`src/rtl/sync_fifo_pkg.sv`:
```
// Shared constants and read-mode type for the thresholded synchronous FIFO.
package sync_fifo_pkg;

  localparam int DEFAULT_DEPTH      = 256;
  localparam int DEFAULT_DATA_WIDTH = 8;

  typedef enum logic {
    MODE_REG  = 1'b0,
    MODE_FWFT = 1'b1
  } read_mode_e;

  function automatic read_mode_e mode_from_param(input int fwft);
    return (fwft != 0) ? MODE_FWFT : MODE_REG;
  endfunction

endpackage

```
`src/rtl/fifo_ram.sv`:
```
// Simple dual-port storage: one write port, one registered read port, one clock.
// Same-address read/write returns the old word; callers bypass where needed.
module fifo_ram #(
  parameter int DEPTH      = 16,
  parameter int DATA_WIDTH = 8,
  parameter int ADDR_WIDTH = 4
) (
  input  logic                  clk,
  input  logic                  rst,
  input  logic                  wr_en,
  input  logic [ADDR_WIDTH-1:0] wr_addr,
  input  logic [DATA_WIDTH-1:0] wr_data,
  input  logic                  rd_en,
  input  logic [ADDR_WIDTH-1:0] rd_addr,
  output logic [DATA_WIDTH-1:0] rd_data
);

  logic [DATA_WIDTH-1:0] mem [DEPTH];
  logic [DATA_WIDTH-1:0] rd_data_q;

  always_ff @(posedge clk) begin
    if (wr_en) begin
      mem[wr_addr] <= wr_data;
    end
  end

  always_ff @(posedge clk) begin
    if (rst) begin
      rd_data_q <= '0;
    end else if (rd_en) begin
      rd_data_q <= mem[rd_addr];
    end
  end

  assign rd_data = rd_data_q;

endmodule

```
`src/rtl/sync_fifo_thresh.sv`:
```
// Synchronous FIFO with registered occupancy flags, programmable almost-full/empty
// thresholds, sticky overflow/underflow and selectable registered or FWFT read.
module sync_fifo_thresh
  import sync_fifo_pkg::*;
#(
  parameter int DEPTH      = DEFAULT_DEPTH,
  parameter int DATA_WIDTH = DEFAULT_DATA_WIDTH,
  parameter int PTR_WIDTH  = $clog2(DEPTH),
  parameter int FWFT       = 0
) (
  input  logic                  clk,
  input  logic                  rst,
  input  logic                  w_en,
  input  logic [DATA_WIDTH-1:0] data_in,
  input  logic                  r_en,
  output logic [DATA_WIDTH-1:0] data_out,
  input  logic [PTR_WIDTH:0]    af_thresh,
  input  logic [PTR_WIDTH:0]    ae_thresh,
  output logic                  full,
  output logic                  empty,
  output logic                  half_full,
  output logic                  half_empty,
  output logic                  almost_full,
  output logic                  almost_empty,
  output logic [PTR_WIDTH:0]    count,
  output logic                  overflow,
  output logic                  underflow,
  input  logic                  clr_err
);

  localparam read_mode_e           MODE     = mode_from_param(FWFT);
  localparam logic [PTR_WIDTH:0]   CNT_FULL = (PTR_WIDTH+1)'(DEPTH);
  localparam logic [PTR_WIDTH:0]   CNT_HALF = (PTR_WIDTH+1)'(DEPTH / 2);
  localparam logic [PTR_WIDTH:0]   CNT_ONE  = (PTR_WIDTH+1)'(1);
  localparam logic [PTR_WIDTH-1:0] PTR_ONE  = PTR_WIDTH'(1);

  logic [PTR_WIDTH-1:0] waddr_q, waddr_d;
  logic [PTR_WIDTH-1:0] raddr_q, raddr_d;
  logic [PTR_WIDTH:0]   count_q, count_d;
  logic                 ovf_q, ovf_d;
  logic                 udf_q, udf_d;
  logic                 full_q, empty_q, half_full_q, half_empty_q;
  logic                 almost_full_q, almost_empty_q;
  logic                 wr_accept, rd_accept;
  logic                 ram_rd_en;
  logic [PTR_WIDTH-1:0] ram_rd_addr;
  logic [DATA_WIDTH-1:0] ram_rd_data;

  // Registered flags make full/empty arbitration on simultaneous requests implicit.
  assign wr_accept = w_en && !full_q && !rst;
  assign rd_accept = r_en && !empty_q && !rst;

  always_comb begin
    waddr_d = waddr_q;
    raddr_d = raddr_q;
    count_d = count_q;
    ovf_d   = ovf_q;
    udf_d   = udf_q;
    if (wr_accept) begin
      waddr_d = waddr_q + PTR_ONE;
    end
    if (rd_accept) begin
      raddr_d = raddr_q + PTR_ONE;
    end
    case ({wr_accept, rd_accept})
      2'b10:   count_d = count_q + CNT_ONE;
      2'b01:   count_d = count_q - CNT_ONE;
      default: count_d = count_q;
    endcase
    if (w_en && full_q) begin
      ovf_d = 1'b1;
    end else if (clr_err) begin
      ovf_d = 1'b0;
    end
    if (r_en && empty_q) begin
      udf_d = 1'b1;
    end else if (clr_err) begin
      udf_d = 1'b0;
    end
  end

  always_ff @(posedge clk) begin
    if (rst) begin
      waddr_q        <= '0;
      raddr_q        <= '0;
      count_q        <= '0;
      ovf_q          <= 1'b0;
      udf_q          <= 1'b0;
      full_q         <= 1'b0;
      empty_q        <= 1'b1;
      half_full_q    <= 1'b0;
      half_empty_q   <= 1'b1;
      almost_full_q  <= (af_thresh == '0);
      almost_empty_q <= 1'b1;
    end else begin
      waddr_q        <= waddr_d;
      raddr_q        <= raddr_d;
      count_q        <= count_d;
      ovf_q          <= ovf_d;
      udf_q          <= udf_d;
      full_q         <= (count_d == CNT_FULL);
      empty_q        <= (count_d == '0);
      half_full_q    <= (count_d >= CNT_HALF);
      half_empty_q   <= (count_d < CNT_HALF);
      almost_full_q  <= (count_d >= af_thresh);
      almost_empty_q <= (count_d <= ae_thresh);
    end
  end

  fifo_ram #(
    .DEPTH      (DEPTH),
    .DATA_WIDTH (DATA_WIDTH),
    .ADDR_WIDTH (PTR_WIDTH)
  ) u_ram (
    .clk     (clk),
    .rst     (rst),
    .wr_en   (wr_accept),
    .wr_addr (waddr_q),
    .wr_data (data_in),
    .rd_en   (ram_rd_en),
    .rd_addr (ram_rd_addr),
    .rd_data (ram_rd_data)
  );

  generate
    if (MODE == MODE_FWFT) begin : g_fwft
      logic                  bypass_q;
      logic [DATA_WIDTH-1:0] wdata_q;

      // Prefetch the head for the next cycle; a write landing on that very
      // address this edge is not yet visible in the RAM, so forward it.
      assign ram_rd_en   = 1'b1;
      assign ram_rd_addr = raddr_d;

      always_ff @(posedge clk) begin
        if (rst) begin
          bypass_q <= 1'b0;
          wdata_q  <= '0;
        end else begin
          bypass_q <= wr_accept && (waddr_q == raddr_d);
          wdata_q  <= data_in;
        end
      end

      assign data_out = bypass_q ? wdata_q : ram_rd_data;
    end else begin : g_reg
      assign ram_rd_en   = rd_accept;
      assign ram_rd_addr = raddr_q;
      assign data_out    = ram_rd_data;
    end
  endgenerate

  assign full         = full_q;
  assign empty        = empty_q;
  assign half_full    = half_full_q;
  assign half_empty   = half_empty_q;
  assign almost_full  = almost_full_q;
  assign almost_empty = almost_empty_q;
  assign count        = count_q;
  assign overflow     = ovf_q;
  assign underflow    = udf_q;

endmodule

```
`config.mk`:
```
export PLATFORM = sky130hd
export DESIGN_NAME = sync_fifo_thresh
export DESIGN_NICKNAME = d
export VERILOG_FILES = /design/src/rtl/sync_fifo_pkg.sv /design/src/rtl/fifo_ram.sv /design/src/rtl/sync_fifo_thresh.sv
export SDC_FILE = /design/constraint.sdc
export NUM_CORES = 2
export LEC_CHECK = 0
export ABC_AREA = 1
export CORE_ASPECT_RATIO = 0.8
export CORE_MARGIN = 10
export CORE_UTILIZATION = 45
export DETAILED_ROUTE_END_ITERATION = 8
export SETUP_SLACK_MARGIN = 0.2
export SYNTH_ARGS = -nofsm -noshare
export SYNTH_HDL_FRONTEND = slang
export SYNTH_SLANG_ARGS = --single-unit
```
`constraint.sdc`:
```
create_clock -name clk -period 3.65 [get_ports clk]
set_input_delay 0.5475 -clock clk [delete_from_list [all_inputs] [get_ports clk]]
set_output_delay 0.5475 -clock clk [all_outputs]
set_load 0.005 [all_outputs]
```
==> run summary <==
The logs give 410 ps for the register-to-register setup slack and 6 for the number of iterations in the first detailed-routing pass. For the wire length of the first global-routing pass, the log shows 347.2 mm. After legalization and detailed placement, the total HPWL measured 139.5 mm.

The logs give 6881 for the iteration-0 DRC count of the detailed router and 3 for the initial antenna violation count. The highest-delay cell along the critical path was sky130_fd_sc_hd__dfxtp_4. The count of input and output buffers works out to 55. At the end of routability-driven placement, the weighted congestion stood at 0.8464.

The analysis attributes to cell leakage a power of 31.13 nW. The proportion of synthesized flip-flops having asynchronous set or reset is 0%, and the fraction of post-synthesis cell area in the top cell type by area is 73.62%. The final critical delay including setup and external delays works out to 3237 ps. The capture instance of the worst register-to-register path is u_ram.rd_data[7].

Setup violations remaining at the end of the flow were counted as 0. The logs give 184500 µm² for the core region area and 148 for the largest net degree at the start of global routing. The tools report the total of warnings raised by yosys as 0.

Of all nets on the critical path, the largest fanout is 104. On the worst path, the slowest cell contributes a delay of 640 ps. Number of top-level design ports: 56. No sink is reached through more buffers than the 3 on the longest clock path. In this run the horizontal extent of the chip is 501.7 µm.

After synthesis the netlist holds a flip-flop and latch count of 2089. The run gives 0 as the final number of hold-violating endpoints. The share of the clock period used by the worst path after layout came out at 88.69%.

Yosys attributes the largest share of cell area to sky130_fd_sc_hd__edfxtp_1 (74%), sky130_fd_sc_hd__o21ai_0 (6.3%), sky130_fd_sc_hd__nor2_1 (6.1%), sky130_fd_sc_hd__o22ai_1 (2.3%), sky130_fd_sc_hd__o221ai_1 (1.7%). The logs give 81.31 ps for the final worst hold slack and 2089 for the total number of clock tree sinks. Largest vdd supply drop: 0.4187 mV. In this run the clock root is driven by a sky130_fd_sc_hd__clkbuf_16.

The library cell with the highest instance count after synthesis is sky130_fd_sc_hd__edfxtp_1. The top cell type by total area after synthesis was sky130_fd_sc_hd__edfxtp_1. For the pin with the worst max-slew slack, the measured transition is 1046 ps. Setup repair after global routing left no endpoint under its margin.

The detail-routed net length per standard cell was 25.24 µm. Counting cells, the worst reg-to-reg path comes to 12. Traced cell by cell, the critical path runs through inv_16 > buf_12 > o21ai_0 > o211ai_1 > o211ai_1 > nand3_1 > nand3_1 > nand3_1 > o21ai_0 > nand2_1 > nand3_1 > nand2_1. For this run, the register share of the synthesized area comes to 74.60%. The cell area that synthesis handed to floorplanning was 83540 µm². For this run, the top clock speed supported by timing is 308.9 MHz.

In the final layout, the share of cells above drive strength 1 is 11.87%. The startpoint identified for the worst hold timing path is data_in[5]. The count of nets left with antenna violations once routing finished came out at 0.

Counting flops with a built-in enable in the synthesized netlist gives 2048. Summed over all failing endpoints, the final setup total negative slack is 0 ps. The number of buffers created by CTS is 197, and the post-synthesis to final-layout area growth is 14.47%. Setup slack closes at 412.9 ps. A synthesized cell averages 12.88 µm². Counting every instance in the synthesized netlist gives 6485. Measured against its own limit, the worst slew margin works out to 30.23%. The run gives 45.27% as the starting utilization of the core area.

The detail-routed via count per cell was 5.893; the die height was 405.4 µm. TritonCTS built the clock tree. Post-CTS timing repair inserted 0 buffers for setup.

The required time reported for the critical path endpoint is 4380 ps, and the final wirelength is 235.3 mm. The run gives 0 as the count of maximum capacitance violations. Total global routing overflow: 0. The number of nets in the final layout was 6784; the number of H-tree branching levels was 4.

The later pin in the worst-skew pair is clocked with a latency of 850 ps. The initialized floorplan defines 141 standard-cell rows. The power per standard cell area is 534.3 nW/µm². The tools report the endpoint with the worst hold slack as u_ram.mem[140][5]. Number of stages on the worst hold path: 1. Start-to-end type of the worst setup path: reg -> reg.

Counting distinct cell types in the post-synthesis netlist gives 51. Clock-pin slew was measured on the worst setup and hold paths at 70 ps. The floorplan die area is 203400 µm². The final route contains 54950 vias. The path category of the worst min-delay check is in -> reg.

Timing analysis after detailed placement gives a worst setup slack of -39.70 ps. STA classifies the critical path startpoint as a flip-flop. Counting instances in the post-synthesis netlist gives the leading cell types as sky130_fd_sc_hd__edfxtp_1 (2048), sky130_fd_sc_hd__nor2_1 (1368), sky130_fd_sc_hd__o21ai_0 (1052).

Arrival time reported for the critical path endpoint: 3970 ps. The run gives 0 as the number of design rule violations left after detail routing. The cell type with the highest occurrence count on the critical path is sky130_fd_sc_hd__nand3_1. Between clock sinks in the finished design, the worst skew comes to 34.70 ps.

For the number of pins with negative max-slew slack in the final report, the log shows 0. The run gives 22.50% as the overall routing resource usage. The number of nets in the synthesized netlist is 6540.

The via count of the first global-routing pass is 52110. The flow ran to the end, and the final reports show no timing, DRC or antenna violations. In this run the critical register-to-register path is launched from raddr_q[0]. Endpoint class of the critical path: a flip-flop.

The most used flip-flop cell after synthesis is sky130_fd_sc_hd__edfxtp_1.
==> cells by family after synthesis <==
kind of cell,synth area share (%)
and+or+nand+nor,9.983
adders and majority gates,0.3595
xor gates and xnor gates,0.08238
DFF,74.60
AOI/OAI and AO/OA,11.97
buffers and inverters,3.002
==> per-layer routing <==
layer	part of all wire, %	vias up	track usage, %
li1	-	24620	-
met1	44	27480	33.48
met2	44	2454	33.84
met3	8.7	391	3.981
met4	3.0	5	6.765
met5	0.025	-	0
==> state kept, by name (all words and copies together), names as in the netlist <==
register       cells
half_empty         1
count              9
overflow           1
full               1
empty              1
almost_empty       1
u_ram.mem       2048
half_full          1
waddr_q            8
raddr_q            8
u_ram.rd_data      8
underflow          1
almost_full        1
==> repair_timing <==
action                     in CTS  in global routing
setup endpoints to repair       0                  4
hold buffers                    0                  0
resized for setup               0                  1
==> cell usage in the layout (no fill, tap or decap), types with 4 or more instances in the layout <==
| cell type | count |
|---|---|
| sky130_fd_sc_hd__a21oi_1 | 98 |
| sky130_fd_sc_hd__a31oi_1 | 5 |
| sky130_fd_sc_hd__buf_12 | 55 |
| sky130_fd_sc_hd__buf_4 | 408 |
| sky130_fd_sc_hd__buf_8 | 8 |
| sky130_fd_sc_hd__bufinv_16 | 17 |
| sky130_fd_sc_hd__clkbuf_1 | 40 |
| sky130_fd_sc_hd__clkbuf_16 | 203 |
| sky130_fd_sc_hd__clkbuf_8 | 5 |
| sky130_fd_sc_hd__clkdlybuf4s50_1 | 47 |
| sky130_fd_sc_hd__clkinv_1 | 48 |
| sky130_fd_sc_hd__clkinv_2 | 31 |
| sky130_fd_sc_hd__clkinvlp_4 | 4 |
| sky130_fd_sc_hd__dfxtp_1 | 37 |
| sky130_fd_sc_hd__edfxtp_1 | 2048 |
| sky130_fd_sc_hd__ha_1 | 24 |
| sky130_fd_sc_hd__inv_1 | 78 |
| sky130_fd_sc_hd__inv_16 | 4 |
| sky130_fd_sc_hd__inv_2 | 9 |
| sky130_fd_sc_hd__inv_6 | 11 |
| sky130_fd_sc_hd__nand2_1 | 326 |
| sky130_fd_sc_hd__nand2_2 | 23 |
| sky130_fd_sc_hd__nand2_4 | 6 |
| sky130_fd_sc_hd__nand3_1 | 282 |
| sky130_fd_sc_hd__nand3_2 | 6 |
| sky130_fd_sc_hd__nand4_1 | 24 |
| sky130_fd_sc_hd__nor2_1 | 1366 |
| sky130_fd_sc_hd__nor3_1 | 6 |
| sky130_fd_sc_hd__o211ai_1 | 90 |
| sky130_fd_sc_hd__o21ai_0 | 1052 |
| sky130_fd_sc_hd__o21ai_1 | 6 |
| sky130_fd_sc_hd__o221ai_1 | 165 |
| sky130_fd_sc_hd__o22ai_1 | 310 |
| sky130_fd_sc_hd__xor2_1 | 4 |
==> worst max-delay path by stage <==
stage / from / to / slack [ps] / depth (start not counted)
2_1_floorplan: rst / almost_empty / 570 / 18
3_3_place_gp: r_en / almost_empty / -130 / 18
3_5_place_dp: r_en / almost_empty / -40 / 18
4_1_cts: raddr_q[0] / u_ram.rd_data[6] / 370 / 10
5_1_grt: empty / almost_empty / 240 / 17
6_report: raddr_q[0] / u_ram.rd_data[7] / 410 / 12
==> worst max-delay path: cells and delay by family (launching register included) <==
| kind | cells | cell delay, ps |
|---|---|---|
| compound gates | 4 | 730 |
| simple gates | 6 | 1080 |
| flops | 1 | 640 |
| buf+inv | 2 | 520 |
==> through the flow <==
stage | area (µm²) | power (mW) | utilization [%] | instances
after floorplan | 83540 | 29.32 | - | 6485
after global placement | 89280 | 31.15 | 48.38 | 8961
after detailed placement | 89280 | 31.19 | 48.38 | 8961
after CTS | 95610 | 51.37 | 51.81 | 9322
after global routing | 95620 | 52.70 | 51.81 | 9322
final | 95620 | 51.10 | 51.82 | 9325
==> area by class of cell <==
type / instances / area, µm²
Antenna cell: 3 / 7.507
Clock buffer: 248 / 5299
Clock inverter: 113 / 1032
Fill cell: 15620 / 88910
Inverter: 95 / 401.6
Multi-Input combinational cell: 3827 / 18740
Sequential cell: 2089 / 62330
Tap cell: 2431 / 3042
Timing Repair Buffer: 519 / 4766
==> report_power, final <==
group          internal [mW]  leakage (nW)  switching (mW)  total (mW)
Combinational           1.21          9.29            3.06        4.27
Sequential              26.4          18.7          0.0779        26.4
Clock                   11.5          3.10            8.92        20.4
(Power assumes the default switching activity.)
